$ cat src/rtl/uart_tx.sv
// uart_tx: serial byte transmitter, LSB first, start/8 data/[parity]/stop, CLKS_PER_BIT clocks per bit.
// Define UART_TX_PARITY_EN to compile in the parity bit (PARITY_ODD selects odd, else even).
module uart_tx #(
    parameter int CLKS_PER_BIT = 1,
    parameter int PARITY_ODD   = 0
) (
    input  logic       clk,
    input  logic       reset,
    input  logic       tx_start,
    input  logic [7:0] tx_data_in,
    output logic       tx_data_out,
    output logic       tx_busy,
    output logic       tx_done
);

    if ((CLKS_PER_BIT < 1) || (CLKS_PER_BIT > 65535)) begin : g_bad_clks_per_bit
        $error("uart_tx: CLKS_PER_BIT must be in 1..65535");
    end
    if ((PARITY_ODD != 0) && (PARITY_ODD != 1)) begin : g_bad_parity_odd
        $error("uart_tx: PARITY_ODD must be 0 or 1");
    end

`ifdef UART_TX_PARITY_EN
    typedef enum logic [2:0] {
        IDLE   = 3'd0,
        START  = 3'd1,
        DATA   = 3'd2,
        PARITY = 3'd3,
        STOP   = 3'd4
    } state_e;

    localparam logic PARITY_INV = (PARITY_ODD != 0);

    function automatic logic parity_of(input logic [7:0] data, input logic odd);
        return (^data) ^ odd;
    endfunction
`else
    typedef enum logic [2:0] {
        IDLE  = 3'd0,
        START = 3'd1,
        DATA  = 3'd2,
        STOP  = 3'd4
    } state_e;
`endif

    localparam logic [15:0] BAUD_LAST = 16'(CLKS_PER_BIT - 1);

    state_e      state_q, state_d;
    logic [15:0] baud_cnt_q, baud_cnt_d;
    logic [2:0]  bit_idx_q, bit_idx_d;
    logic [7:0]  shift_q, shift_d;
`ifdef UART_TX_PARITY_EN
    logic        parity_q, parity_d;
`endif
    logic        tx_data_out_q, tx_data_out_d;
    logic        tx_busy_q, tx_busy_d;
    logic        tx_done_q, tx_done_d;
    logic        bit_end_s;

    assign bit_end_s = (baud_cnt_q == BAUD_LAST);

    // Next-state, baud counter, bit index and shift register update.
    always_comb begin
        state_d    = state_q;
        baud_cnt_d = baud_cnt_q;
        bit_idx_d  = bit_idx_q;
        shift_d    = shift_q;
`ifdef UART_TX_PARITY_EN
        parity_d   = parity_q;
`endif
        case (state_q)
            IDLE: begin
                baud_cnt_d = 16'd0;
                bit_idx_d  = 3'd0;
                if (tx_start) begin
                    shift_d  = tx_data_in;
`ifdef UART_TX_PARITY_EN
                    parity_d = parity_of(tx_data_in, PARITY_INV);
`endif
                    state_d  = START;
                end else begin
                    state_d  = IDLE;
                end
            end
            START: begin
                if (bit_end_s) begin
                    baud_cnt_d = 16'd0;
                    bit_idx_d  = 3'd0;
                    state_d    = DATA;
                end else begin
                    baud_cnt_d = baud_cnt_q + 16'd1;
                end
            end
            DATA: begin
                if (bit_end_s) begin
                    baud_cnt_d = 16'd0;
                    shift_d    = {1'b0, shift_q[7:1]};
                    if (bit_idx_q == 3'd7) begin
                        bit_idx_d = 3'd0;
`ifdef UART_TX_PARITY_EN
                        state_d   = PARITY;
`else
                        state_d   = STOP;
`endif
                    end else begin
                        bit_idx_d = bit_idx_q + 3'd1;
                    end
                end else begin
                    baud_cnt_d = baud_cnt_q + 16'd1;
                end
            end
`ifdef UART_TX_PARITY_EN
            PARITY: begin
                if (bit_end_s) begin
                    baud_cnt_d = 16'd0;
                    state_d    = STOP;
                end else begin
                    baud_cnt_d = baud_cnt_q + 16'd1;
                end
            end
`endif
            STOP: begin
                if (bit_end_s) begin
                    baud_cnt_d = 16'd0;
                    state_d    = IDLE;
                end else begin
                    baud_cnt_d = baud_cnt_q + 16'd1;
                end
            end
            default: begin
                state_d    = IDLE;
                baud_cnt_d = 16'd0;
                bit_idx_d  = 3'd0;
            end
        endcase
    end

    // Outputs are decoded from the next state so the line changes on the same edge as the state.
    always_comb begin
        tx_data_out_d = 1'b1;
        case (state_d)
            IDLE:    tx_data_out_d = 1'b1;
            START:   tx_data_out_d = 1'b0;
            DATA:    tx_data_out_d = shift_d[0];
`ifdef UART_TX_PARITY_EN
            PARITY:  tx_data_out_d = parity_d;
`endif
            STOP:    tx_data_out_d = 1'b1;
            default: tx_data_out_d = 1'b1;
        endcase
        tx_busy_d = (state_d != IDLE);
        tx_done_d = (state_q == STOP) && (state_d == IDLE);
    end

    // State and datapath registers; reset drives the line idle-high immediately.
    always_ff @(posedge clk or negedge reset) begin
        if (!reset) begin
            state_q       <= IDLE;
            baud_cnt_q    <= 16'd0;
            bit_idx_q     <= 3'd0;
            shift_q       <= 8'd0;
`ifdef UART_TX_PARITY_EN
            parity_q      <= 1'b0;
`endif
            tx_data_out_q <= 1'b1;
            tx_busy_q     <= 1'b0;
            tx_done_q     <= 1'b0;
        end else begin
            state_q       <= state_d;
            baud_cnt_q    <= baud_cnt_d;
            bit_idx_q     <= bit_idx_d;
            shift_q       <= shift_d;
`ifdef UART_TX_PARITY_EN
            parity_q      <= parity_d;
`endif
            tx_data_out_q <= tx_data_out_d;
            tx_busy_q     <= tx_busy_d;
            tx_done_q     <= tx_done_d;
        end
    end

    assign tx_data_out = tx_data_out_q;
    assign tx_busy     = tx_busy_q;
    assign tx_done     = tx_done_q;

endmodule

$ cat config.mk
export PLATFORM = sky130hd
export DESIGN_NAME = uart_tx
export DESIGN_NICKNAME = d
export VERILOG_FILES = /design/src/rtl/uart_tx.sv
export SDC_FILE = /design/constraint.sdc
export NUM_CORES = 1
export LEC_CHECK = 0
export CAP_MARGIN = 10
export CELL_PAD_IN_SITES_DETAIL_PLACEMENT = 0
export CELL_PAD_IN_SITES_GLOBAL_PLACEMENT = 1
export CORE_MARGIN = 1
export CORE_UTILIZATION = 45
export DETAILED_ROUTE_END_ITERATION = 10
export PLACE_DENSITY = 0.77
export SLEW_MARGIN = 5
export SYNTH_ARGS = -nofsm -noshare
export SYNTH_HDL_FRONTEND = slang
export SYNTH_SLANG_ARGS = --single-unit
$ cat constraint.sdc
create_clock -name clk -period 2.06 [get_ports clk]
set_input_delay 0.412 -clock clk [delete_from_list [all_inputs] [get_ports clk]]
set_output_delay 0.412 -clock clk [all_outputs]
set_load 0.05 [all_outputs]
==> results of run 1 <==
==> synth_stat cells, drive strengths merged (2+ instances only) <==
library cell | n | area (um^2)
a221o | 6 | 60.1
a31o | 3 | 26.3
nor2 | 20 | 75.1
nand4 | 6 | 50.0
nand2b | 2 | 12.5
ha | 4 | 50.1
xor2 | 3 | 26.3
buf | 5 | 36.3
nand3 | 7 | 35.0
and3 | 8 | 50.1
a22oi | 4 | 30.0
xnor2 | 12 | 105
dfrtp | 32 | 801
nor3 | 6 | 35.0
nand2 | 9 | 33.8
nor3b | 3 | 22.5
o21ai | 8 | 40.0
nor4 | 8 | 80.1
a21oi | 2 | 10.0
nor4b | 3 | 32.5
clkbuf | 2 | 17.5
and2 | 6 | 41.3
inv | 5 | 18.8
==> critical path, stage by stage (launching register included) <==
cell                      delay [ns]
sky130_fd_sc_hd__dfrtp_1        0.43
sky130_fd_sc_hd__inv_1          0.08
sky130_fd_sc_hd__ha_1           0.15
sky130_fd_sc_hd__nor4b_1        0.24
sky130_fd_sc_hd__nand4_1        0.18
sky130_fd_sc_hd__a21o_1         0.28
sky130_fd_sc_hd__a221o_1        0.37
==> area by class of cell <==
cell class / count / area (um^2) / area share
Inverter: 5 / 18.8 / 0.00912
Clock inverter: 1 / 7.51 / 0.00365
Tap cell: 48 / 60.1 / 0.0292
Multi-Input combinational cell: 130 / 902 / 0.439
Timing Repair Buffer: 18 / 165 / 0.0803
Clock buffer: 7 / 76.3 / 0.0371
Sequential cell: 33 / 827 / 0.402
==> worst max path at each step <==
stage	from	cells past startpoint	slack [ns]	endpoint
5_1_grt	baud_cnt_q[0]$_DFF_PN0_	6	0.08	shift_q[5]$_DFFE_PN0P_
3_5_place_dp	baud_cnt_q[0]$_DFF_PN0_	6	0.19	shift_q[6]$_DFFE_PN0P_
6_report	baud_cnt_q[0]$_DFF_PN0_	6	0.21	shift_q[1]$_DFFE_PN0P_
3_3_place_gp	baud_cnt_q[0]$_DFF_PN0_	6	0.26	shift_q[4]$_DFFE_PN0P_
4_1_cts	baud_cnt_q[0]$_DFF_PN0_	6	0.19	shift_q[3]$_DFFE_PN0P_
2_1_floorplan	baud_cnt_q[0]$_DFF_PN0_	6	0.40	shift_q[1]$_DFFE_PN0P_
==> registers in the layout (all words and copies together) (netlist names) <==
register,count
tx_data_out,1
shift_q,8
tx_done,1
baud_cnt_q,16
bit_idx_q,3
tx_busy,1
state_q,3
==> logic make-up after synthesis <==
family | share of synthesized area
buffers and inverters | 0.0456
and+or+nand+nor | 0.287
adders and majority gates | 0.0276
DFF | 0.456
AOI/OAI and AO/OA | 0.111
xor gates and xnor gates | 0.0725
==> stage by stage <==
stage	setup WS [ns]	area, um^2
after floorplan	0.399	1810
after global placement	0.256	1970
after detailed placement	0.193	1970
after CTS	0.188	2060
after global routing	0.0811	2060
final	0.211	2060
==> layout by cell type, fill, tap and decap left out, types with 2 or more instances in the layout <==
master / synthesis / routed
sky130_fd_sc_hd__dfrtp_1: 32 / 32
sky130_fd_sc_hd__nor2_1: 20 / 20
sky130_fd_sc_hd__xnor2_1: 12 / 12
sky130_fd_sc_hd__clkdlybuf4s50_1: 0 / 12
sky130_fd_sc_hd__nand2_1: 9 / 9
sky130_fd_sc_hd__o21ai_0: 8 / 8
sky130_fd_sc_hd__and3_1: 8 / 8
sky130_fd_sc_hd__nand3_1: 7 / 7
sky130_fd_sc_hd__nor4_1: 6 / 6
sky130_fd_sc_hd__a221o_1: 6 / 6
sky130_fd_sc_hd__buf_4: 2 / 6
sky130_fd_sc_hd__inv_1: 5 / 5
sky130_fd_sc_hd__nor3_1: 5 / 5
sky130_fd_sc_hd__clkbuf_8: 1 / 5
sky130_fd_sc_hd__nand4_1: 4 / 4
sky130_fd_sc_hd__a22oi_1: 4 / 4
sky130_fd_sc_hd__ha_1: 4 / 4
sky130_fd_sc_hd__a31o_2: 3 / 3
sky130_fd_sc_hd__xor2_1: 3 / 3
sky130_fd_sc_hd__and2_2: 3 / 3
sky130_fd_sc_hd__nor3b_1: 3 / 3
sky130_fd_sc_hd__and2_1: 3 / 3
sky130_fd_sc_hd__nor4_4: 2 / 2
sky130_fd_sc_hd__a21oi_1: 2 / 2
sky130_fd_sc_hd__nand4_2: 2 / 2
sky130_fd_sc_hd__nor4b_1: 2 / 2
sky130_fd_sc_hd__nand2b_1: 2 / 2
sky130_fd_sc_hd__clkbuf_1: 1 / 2
==> layer usage <==
layer  GRT usage  up-vias  share of wire
li1            -      669              -
met1       0.252      667           0.48
met2       0.300       23           0.47
met3      0.0469        6          0.039
met4      0.0897        0          0.012
met5           0        -              0
==> power by group through the flow <==
stage / clock network [mW] / registers (mW) / logic [mW]
floorplan: 0 / 0.925 / 0.424
global placement: 0 / 0.899 / 0.570
detailed placement: 0 / 0.903 / 0.593
CTS: 0.490 / 0.894 / 0.593
global route: 0.521 / 0.914 / 0.652
finish: 0.482 / 0.897 / 0.592
==> flow_summary.toml, run 1 <==
[sta]
grt_setup_unrepaired = "false"
fmax_mhz = 541
fin_hold_ws_ns = 0.513
timing.final.crit_share = 0.898
period_needed_ns = 1.85
finalSetupViolCount = 0
slew-limit-headroom = 0.594
worst_margin_pin_slew_ns = 0.605
setup_total_negative_slack_ns = 0
max_slew_violation_count = 0
finalHoldViolCount = 0
worst_skew_ns = 0.00657

[critical_path]
reg_to_reg_setup_timing_slack_ns = 0.21
worstSetupEndpointType = "register"
worst-endpoint-arrival_ns = 2.03
critPathKind = "reg -> reg"
rr_startpoint = "baud_cnt_q[0]$_DFF_PN0_"
ff2ff_path_depth = 6
path_max_fanout = 7
cp-start-kind = "register"
crit_required_ns = 2.24
r2r-end = "shift_q[1]$_DFFE_PN0P_"

[power]
power.clock.fraction = 0.244
seq_power_share = 0.455
switchingPower_mw = 0.675
power_density_relative_to_cell_area_mw_per_mm2 = 958
p_int_mw = 1.30
power.share.combinational = 0.300
peakVddDrop_mv = 0.541
total_leakage_power_nw = 0.866
total_power_mw = 1.97
power.share.switching = 0.342

[clock_tree]
cts_setup_buffers = 0
cts.repair.resized = 0
tritoncts = "done"
number_of_cts_inserted_buffers = 5
worstSkewPairLatency_ns = 0.30
cts.clk_slew.worst_paths_ns = 0.07
hold_buffers = 0
cts_sinks = 33
clock_tree.buffer_depth = 2
clock-root-buffer = "sky130_fd_sc_hd__clkbuf_8"
cts-htree-levels = 2

[layout]
stdcell_count = 242
final.fill_count = 339
finish.net_count = 208
synthToLayoutAreaGrowth_pct = 13.5
post_route_cells_drive_above_1_share = 0.155
n_antenna_cell = 0
final_core_util = 0.545

[yosys]
syn_inst = 176
synth_seq_area_share = 0.456
synth-async-reset-ratio = 1.00
synth_cell_types = 43
synthFlopType = "sky130_fd_sc_hd__dfrtp_1"
synth_net_count = 191
ys_warn_count = 0
synth_edf_count = 0
synth.cell_area_mm2 = 0.00181
avgSynthCellArea_um2 = 10.3
synthesized_flop_and_latch_total = 33

[routing]
vias_per_cell = 5.64
route.detailed.wl_per_inst_um = 14.9
drt.antenna.violating_nets = 0
drt_pre_antenna_iters = 4
routed-via-count = 1365
detail_route.wirelength_um = 3620
detail_route.drc_violations = 0
drt-initial-drc-count = 29

[placed_design]
placed_wire_length_estimate_after_detailed_placement_um = 2530
gp_congestion = 0.812
buffer_ports.inserted = 13
post-place-cells = 234

[grt]
groute.usage.overall = 0.193
first_pass_grt_wire_length_um = 6110
grt_max_degree = 34
vias_in_the_first_global_route = 1323
grt_antenna_before_repair = 0
sum_of_overflow_across_all_layers_after_global_routing = 0

[floorplan]
floorplan.io_pins = 14
starting_utilization_of_the_core_area = 0.480
die_area_mm2 = 0.00428
core.rowCount = 22
die_height_um = 65.5
core_area_mm2 = 0.00377
dieWidth_um = 65.5

[worst_hold_path]
timing.hold.worst.class = "in -> async"

[run_status]
outcome = "finished, final reports clean"

[job]
maximum_capacitance_violations = 0
No activity file was read; power rests on OpenSTA's default activity.
==> run 2, diff against run 1 <==
--- a/config.mk
+++ b/config.mk
@@ -9,9 +9,9 @@
 export CELL_PAD_IN_SITES_DETAIL_PLACEMENT = 0
 export CELL_PAD_IN_SITES_GLOBAL_PLACEMENT = 1
 export CORE_MARGIN = 1
-export CORE_UTILIZATION = 45
+export CORE_UTILIZATION = 30
 export DETAILED_ROUTE_END_ITERATION = 10
-export PLACE_DENSITY = 0.77
+export PLACE_DENSITY = 0.55
 export SLEW_MARGIN = 5
 export SYNTH_ARGS = -nofsm -noshare
 export SYNTH_HDL_FRONTEND = slang
==> flow_summary.toml, run 2 (synthesized netlist as in run 1, its figures left out) <==
[run_status]
outcome = "finished, final reports clean"

[placed_design]
placed_area_mm2 = 0.00202
gp_congestion = 0.736
buffer_ports.inserted = 13
post-place-cells = 258
placed_wire_length_estimate_after_detailed_placement_um = 2680

[grt]
first_pass_grt_wire_length_um = 6690
grt_antenna_before_repair = 0
vias_in_the_first_global_route = 1349
sum_of_overflow_across_all_layers_after_global_routing = 0
groute.usage.overall = 0.139
grt_max_degree = 34

[power]
total_power_mw = 1.97
total_leakage_power_nw = 0.882
peakVddDrop_mv = 0.626
power_density_relative_to_cell_area_mw_per_mm2 = 935

[critical_path]
ff2ff_path_depth = 6
cp_cell_sequence = "clkdlybuf4s50_1"
crit_family = "buffers and inverters"
critPathKind = "reg -> out"
path_max_fanout = 1
worstSetupEndpointType = "output port"
cp-start-kind = "register"
timing.critical_path.slowest_stage_cell = "sky130_fd_sc_hd__clkdlybuf4s50_1"
critPathMaxStageDelay_ns = 0.80
worst-endpoint-arrival_ns = 1.41
crit_required_ns = 1.65
timing.critical_path.buf_inv = 1
worst-path-stages = 1
reg_to_reg_setup_timing_slack_ns = 0.25

[sta]
timing.final.crit_share = 0.887
fmax_mhz = 548
finalSetupViolCount = 0
max_slew_violation_count = 0
worst_margin_pin_slew_ns = 0.621
setup_total_negative_slack_ns = 0
slew-limit-headroom = 0.583
worst_skew_ns = 0.00211
period_needed_ns = 1.83
finalHoldViolCount = 0
grt_setup_unrepaired = "false"

[floorplan]
floorplan.io_pins = 14
die_height_um = 79.7
core_area_mm2 = 0.00568
die_area_mm2 = 0.00635
dieWidth_um = 79.7
core.rowCount = 27
starting_utilization_of_the_core_area = 0.319

[job]
maximum_capacitance_violations = 0

[clock_tree]
number_of_cts_inserted_buffers = 5
cts_sinks = 33
worstSkewPairLatency_ns = 0.28
hold_buffers = 0
clock-root-buffer = "sky130_fd_sc_hd__clkbuf_8"
clock_tree.buffer_depth = 2
cts-htree-levels = 2
cts.clk_slew.worst_paths_ns = 0.07
tritoncts = "done"

[layout]
seq_area_um2 = 827
mostFrequentLayoutCells = "32 x sky130_fd_sc_hd__dfrtp_1, 20 x sky130_fd_sc_hd__nor2_1, 12 x sky130_fd_sc_hd__xnor2_1, 12 x sky130_fd_sc_hd__clkdlybuf4s50_1, 9 x sky130_fd_sc_hd__nand2_1"
synthToLayoutAreaGrowth_pct = 16.2
stdcell_count = 266
final_core_util = 0.371
final.fill_count = 579
final_cell_area_mm2 = 0.00210
n_antenna_cell = 0
reg.largest.list = "baud_cnt_q x16, shift_q x8"
area_of_combinational_cells_with_multiple_inputs_um2 = 908
post_route_cells_drive_above_1_share = 0.165
mostFrequentLayoutCell = "sky130_fd_sc_hd__dfrtp_1"
register_with_the_most_flip_flops = "baud_cnt_q"
number_of_flip_flops_in_the_largest_register = 16
finish.net_count = 208

[routing]
drt.antenna.violating_nets = 0
drt-initial-drc-count = 91
route.detailed.wl_per_inst_um = 14.5
detail_route.drc_violations = 0
vias_per_cell = 5.16
drt_pre_antenna_iters = 4
detail_route.wirelength_um = 3850
routed-via-count = 1372

[worst_hold_path]
holdPathStages = 1
timing.hold.worst.class = "reg -> reg"
-- run 2: changes by cell type in the layout (fill, tap and decap cells not counted), sizes merged --
cell,before,now
clkinv,0,2
clkbuf,7,6
clkinvlp,1,0
-- run 2: timing repair --
action / CTS / global route
endpoints found under the setup margin: 0 / 6
setup buffers: 0 / 0
resized for setup: 0 / 1
-- run 2: area by class of cell --
class,count,share of cell area
sequential,33,0.393
multi-input combinational,130,0.432
clock buffer,6,0.0345
clock inverter,2,0.00476
timing repair buffer,18,0.0844
tap,72,0.0428
inverter,5,0.00892
-- run 2: report_power, final --
part,total (mW),switching [mW],internal [mW]
logic,0.592,0.315,0.277
clock network,0.476,0.242,0.234
registers,0.900,0.120,0.780
-- run 2: final timing paths --
path / from / end
max in group asynchronous: reset / tx_data_out$_DFF_PN1_
worst min register to register: shift_q[6]$_DFFE_PN0P_ / shift_q[5]$_DFFE_PN0P_
worst min-delay path: shift_q[6]$_DFFE_PN0P_ / shift_q[5]$_DFFE_PN0P_
min in group asynchronous: reset / baud_cnt_q[6]$_DFF_PN0_
worst max register to register: baud_cnt_q[0]$_DFF_PN0_ / shift_q[4]$_DFFE_PN0P_
worst max-delay path: tx_busy$_DFF_PN0_ / tx_busy
-- run 2: stage by stage --
step	hold WS [ns]	setup WS [ns]
2_1_floorplan	0.116	0.399
3_5_place_dp	0.502	0.119
3_3_place_gp	0.485	0.243
5_1_grt	0.543	0.0574
4_1_cts	0.517	0.120
6_report	0.516	0.234
-- run 2: metal layers --
layer	vias to the layer above	track usage	routed length [um]
li1	669	-	-
met1	675	0.193	1930
met2	23	0.211	1750
met3	5	0.0286	119
met4	0	0.0491	57
met5	-	0	0
==> run 3, diff against run 2 <==
--- a/config.mk
+++ b/config.mk
@@ -5,13 +5,14 @@
 export SDC_FILE = /design/constraint.sdc
 export NUM_CORES = 1
 export LEC_CHECK = 0
+export ABC_AREA = 1
 export CAP_MARGIN = 10
 export CELL_PAD_IN_SITES_DETAIL_PLACEMENT = 0
 export CELL_PAD_IN_SITES_GLOBAL_PLACEMENT = 1
-export CORE_MARGIN = 1
 export CORE_UTILIZATION = 30
 export DETAILED_ROUTE_END_ITERATION = 10
-export PLACE_DENSITY = 0.55
+export PLACE_DENSITY = 0.57
+export SETUP_SLACK_MARGIN = 0.2
 export SLEW_MARGIN = 5
 export SYNTH_ARGS = -nofsm -noshare
 export SYNTH_HDL_FRONTEND = slang
==> flow_summary.toml, run 3 <==
[routing]
route.detailed.wl_per_inst_um = 11.8
detail_route.drc_violations = 0
routed-via-count = 1386
vias_per_cell = 4.40
drt-initial-drc-count = 49
detail_route.wirelength_um = 3700
drt_pre_antenna_iters = 4
drt.antenna.violating_nets = 0

[critical_path]
critPathKind = "reg -> out"
path_max_fanout = 1
cp-start-kind = "register"
worst-endpoint-arrival_ns = 1.39
timing.critical_path.buf_inv = 1
worstSetupEndpointType = "output port"
crit_required_ns = 1.65
crit_family = "buffers and inverters"
timing.critical_path.slowest_stage_cell = "sky130_fd_sc_hd__clkdlybuf4s50_1"
critPathMaxStageDelay_ns = 0.79
cp_cell_sequence = "clkdlybuf4s50_1"

[yosys]
count_leader_synth = "sky130_fd_sc_hd__nand2_1"
synth_top_area_cell = "sky130_fd_sc_hd__dfrtp_1"
synth_seq_area_share = 0.452
syn_inst = 217
ys_warn_count = 0
synth.cell_area_mm2 = 0.00183
synth_net_count = 232
synth_edf_count = 0
yosys-top-cells-area = "sky130_fd_sc_hd__dfrtp_1 44%, sky130_fd_sc_hd__nand2_1 9.4%, sky130_fd_sc_hd__nor2_1 6.0%"
synth.cells.most_frequent = "46 x sky130_fd_sc_hd__nand2_1, 32 x sky130_fd_sc_hd__dfrtp_1, 29 x sky130_fd_sc_hd__nor2_1"
synthesized_flop_and_latch_total = 33
avgSynthCellArea_um2 = 8.42
synth-async-reset-ratio = 1.00
synthDominantCellAreaShare = 0.438
synth_cell_types = 32
synthFlopType = "sky130_fd_sc_hd__dfrtp_1"

[placed_design]
placed_wire_length_estimate_after_detailed_placement_um = 2680
gp_congestion = 0.719
buffer_ports.inserted = 13

[sta]
max_slew_violation_count = 0
timing.final.crit_share = 0.874
worst_skew_ns = 0.00479
grt_setup_unrepaired = "false"
finalHoldViolCount = 0
setup_total_negative_slack_ns = 0
period_needed_ns = 1.80
finalSetupViolCount = 0
fmax_mhz = 555
slew-limit-headroom = 0.670
worst_margin_pin_slew_ns = 0.493
fin_hold_ws_ns = 0.485

[clock_tree]
cts-htree-levels = 2
number_of_cts_inserted_buffers = 5
hold_buffers = 0
cts.clk_slew.worst_paths_ns = 0.07
clock_tree.buffer_depth = 2
cts_sinks = 33
worstSkewPairLatency_ns = 0.28
cts_setup_buffers = 0
clock-root-buffer = "sky130_fd_sc_hd__clkbuf_8"
tritoncts = "done"

[layout]
finish.net_count = 254
synthToLayoutAreaGrowth_pct = 17.9
register_with_the_most_flip_flops = "baud_cnt_q"
post_route_cells_drive_above_1_share = 0.183
n_antenna_cell = 0
seq_area_um2 = 827
mostFrequentLayoutCells = "46 x sky130_fd_sc_hd__nand2_1, 32 x sky130_fd_sc_hd__dfrtp_1, 28 x sky130_fd_sc_hd__nor2_1, 25 x sky130_fd_sc_hd__inv_1, 12 x sky130_fd_sc_hd__clkdlybuf4s50_1"
mostFrequentLayoutCell = "sky130_fd_sc_hd__nand2_1"
area_of_combinational_cells_with_multiple_inputs_um2 = 882
final.fill_count = 631
reg.largest.list = "baud_cnt_q x16, shift_q x8"
number_of_flip_flops_in_the_largest_register = 16

[floorplan]
die_area_mm2 = 0.00641
core_area_mm2 = 0.00589
starting_utilization_of_the_core_area = 0.311
core.rowCount = 28
dieWidth_um = 80.1
die_height_um = 80.1
floorplan.io_pins = 14

[grt]
grt_antenna_before_repair = 0
globalRouteMet1Util = 0.182
sum_of_overflow_across_all_layers_after_global_routing = 0
globalRoute.busiestLayer = "met2"
grt_util_met3 = 0.0239
grt_max_degree = 34
groute.layer.met2.usage = 0.220
vias_in_the_first_global_route = 1435
first_pass_grt_wire_length_um = 6620
groute.usage.overall = 0.138

[power]
power_density_relative_to_cell_area_mw_per_mm2 = 902
total_leakage_power_nw = 1.06
peakVddDrop_mv = 0.507

[job]
maximum_capacitance_violations = 0

[run_status]
outcome = "finished, final reports clean"

[worst_hold_path]
timing.hold.worst.class = "reg -> reg"
run 3: changes by cell type after synthesis, sizes merged, moves of 5 or more:
cell / delta
nand2: +46
nor4: -8
and3: -8
nor2: +20
inv: +23
a221o: -6
xnor2: -11
and2: -6
a21oi: +5
nand3: +10
run 3: timing repair:
action	4_1_cts	5_1_grt
hold endpoints to repair	0	0
setup endpoints to repair	1	1
gates resized for setup	1	1
pin swaps	0	0
run 3: path summary, 6_finish.rpt:
kind                                    startpoint  depth (start not counted)  slack (ns)                  endpoint
max                              tx_done$_DFF_PN0_                          1        0.26                   tx_done
min                         shift_q[1]$_DFFE_PN0P_                          2        0.48    shift_q[1]$_DFFE_PN0P_
max reg2reg                baud_cnt_q[0]$_DFF_PN0_                         11        0.40  baud_cnt_q[14]$_DFF_PN0_
min reg2reg                 shift_q[1]$_DFFE_PN0P_                          2        0.48    shift_q[1]$_DFFE_PN0P_
max in group asynchronous                    reset                          2        1.18     tx_data_out$_DFF_PN1_
min in group asynchronous                    reset                          2        0.54    shift_q[4]$_DFFE_PN0P_
run 3: tightest hold or removal path, cell delays in order, from the launching register on:
cell,delay (ns)
sky130_fd_sc_hd__dfrtp_1,0.34
sky130_fd_sc_hd__nand2_1,0.05
sky130_fd_sc_hd__nand3_1,0.06
run 3: cells by family (layout without fill, tap and decap cells):
kind of cell    after synthesis  in the layout  share of synthesized area
compound gates               22             22                     0.0671
xor+xnor                      4              4                     0.0192
fa+ha+maj                     4              4                     0.0274
buf+inv                      30             53                     0.0664
flops                        33             33                      0.452
simple gates                124            124                      0.368
run 3: power breakdown:
group	total (mW)	internal (mW)	switching, mW
registers	0.843	0.778	0.0644
clock network	0.502	0.272	0.230
logic	0.597	0.231	0.366
run 3: metrics by stage:
step / setup WS (ns) / area [um^2] / total power, mW / util / instances
6_report: 0.259 / 2150 / 1.94 / 0.366 / 315
5_1_grt: 0.223 / 2150 / 2.08 / 0.366 / 315
4_1_cts: 0.242 / 2150 / 1.99 / 0.366 / 315
3_5_place_dp: 0.361 / 2060 / 1.47 / 0.351 / 307
3_3_place_gp: 0.365 / 2060 / 1.47 / 0.351 / 307
2_1_floorplan: 0.633 / 1830 / 1.31 / - / 217
run 3: routing by layer:
| metal | vias up | routed length (um) | part of all wire |
|---|---|---|---|
| li1 | 732 | - | - |
| met1 | 625 | 1890 | 0.51 |
| met3 | 8 | 121 | 0.033 |
| met2 | 21 | 1630 | 0.44 |
| met4 | 0 | 64 | 0.017 |
| met5 | - | 0 | 0 |
run 3: layout make-up:
class	count	area share
Multi-Input combinational cell	154	0.409
Sequential cell	33	0.384
Timing Repair Buffer	16	0.0703
Inverter	29	0.0511
Tap cell	75	0.0436
Clock buffer	8	0.0418
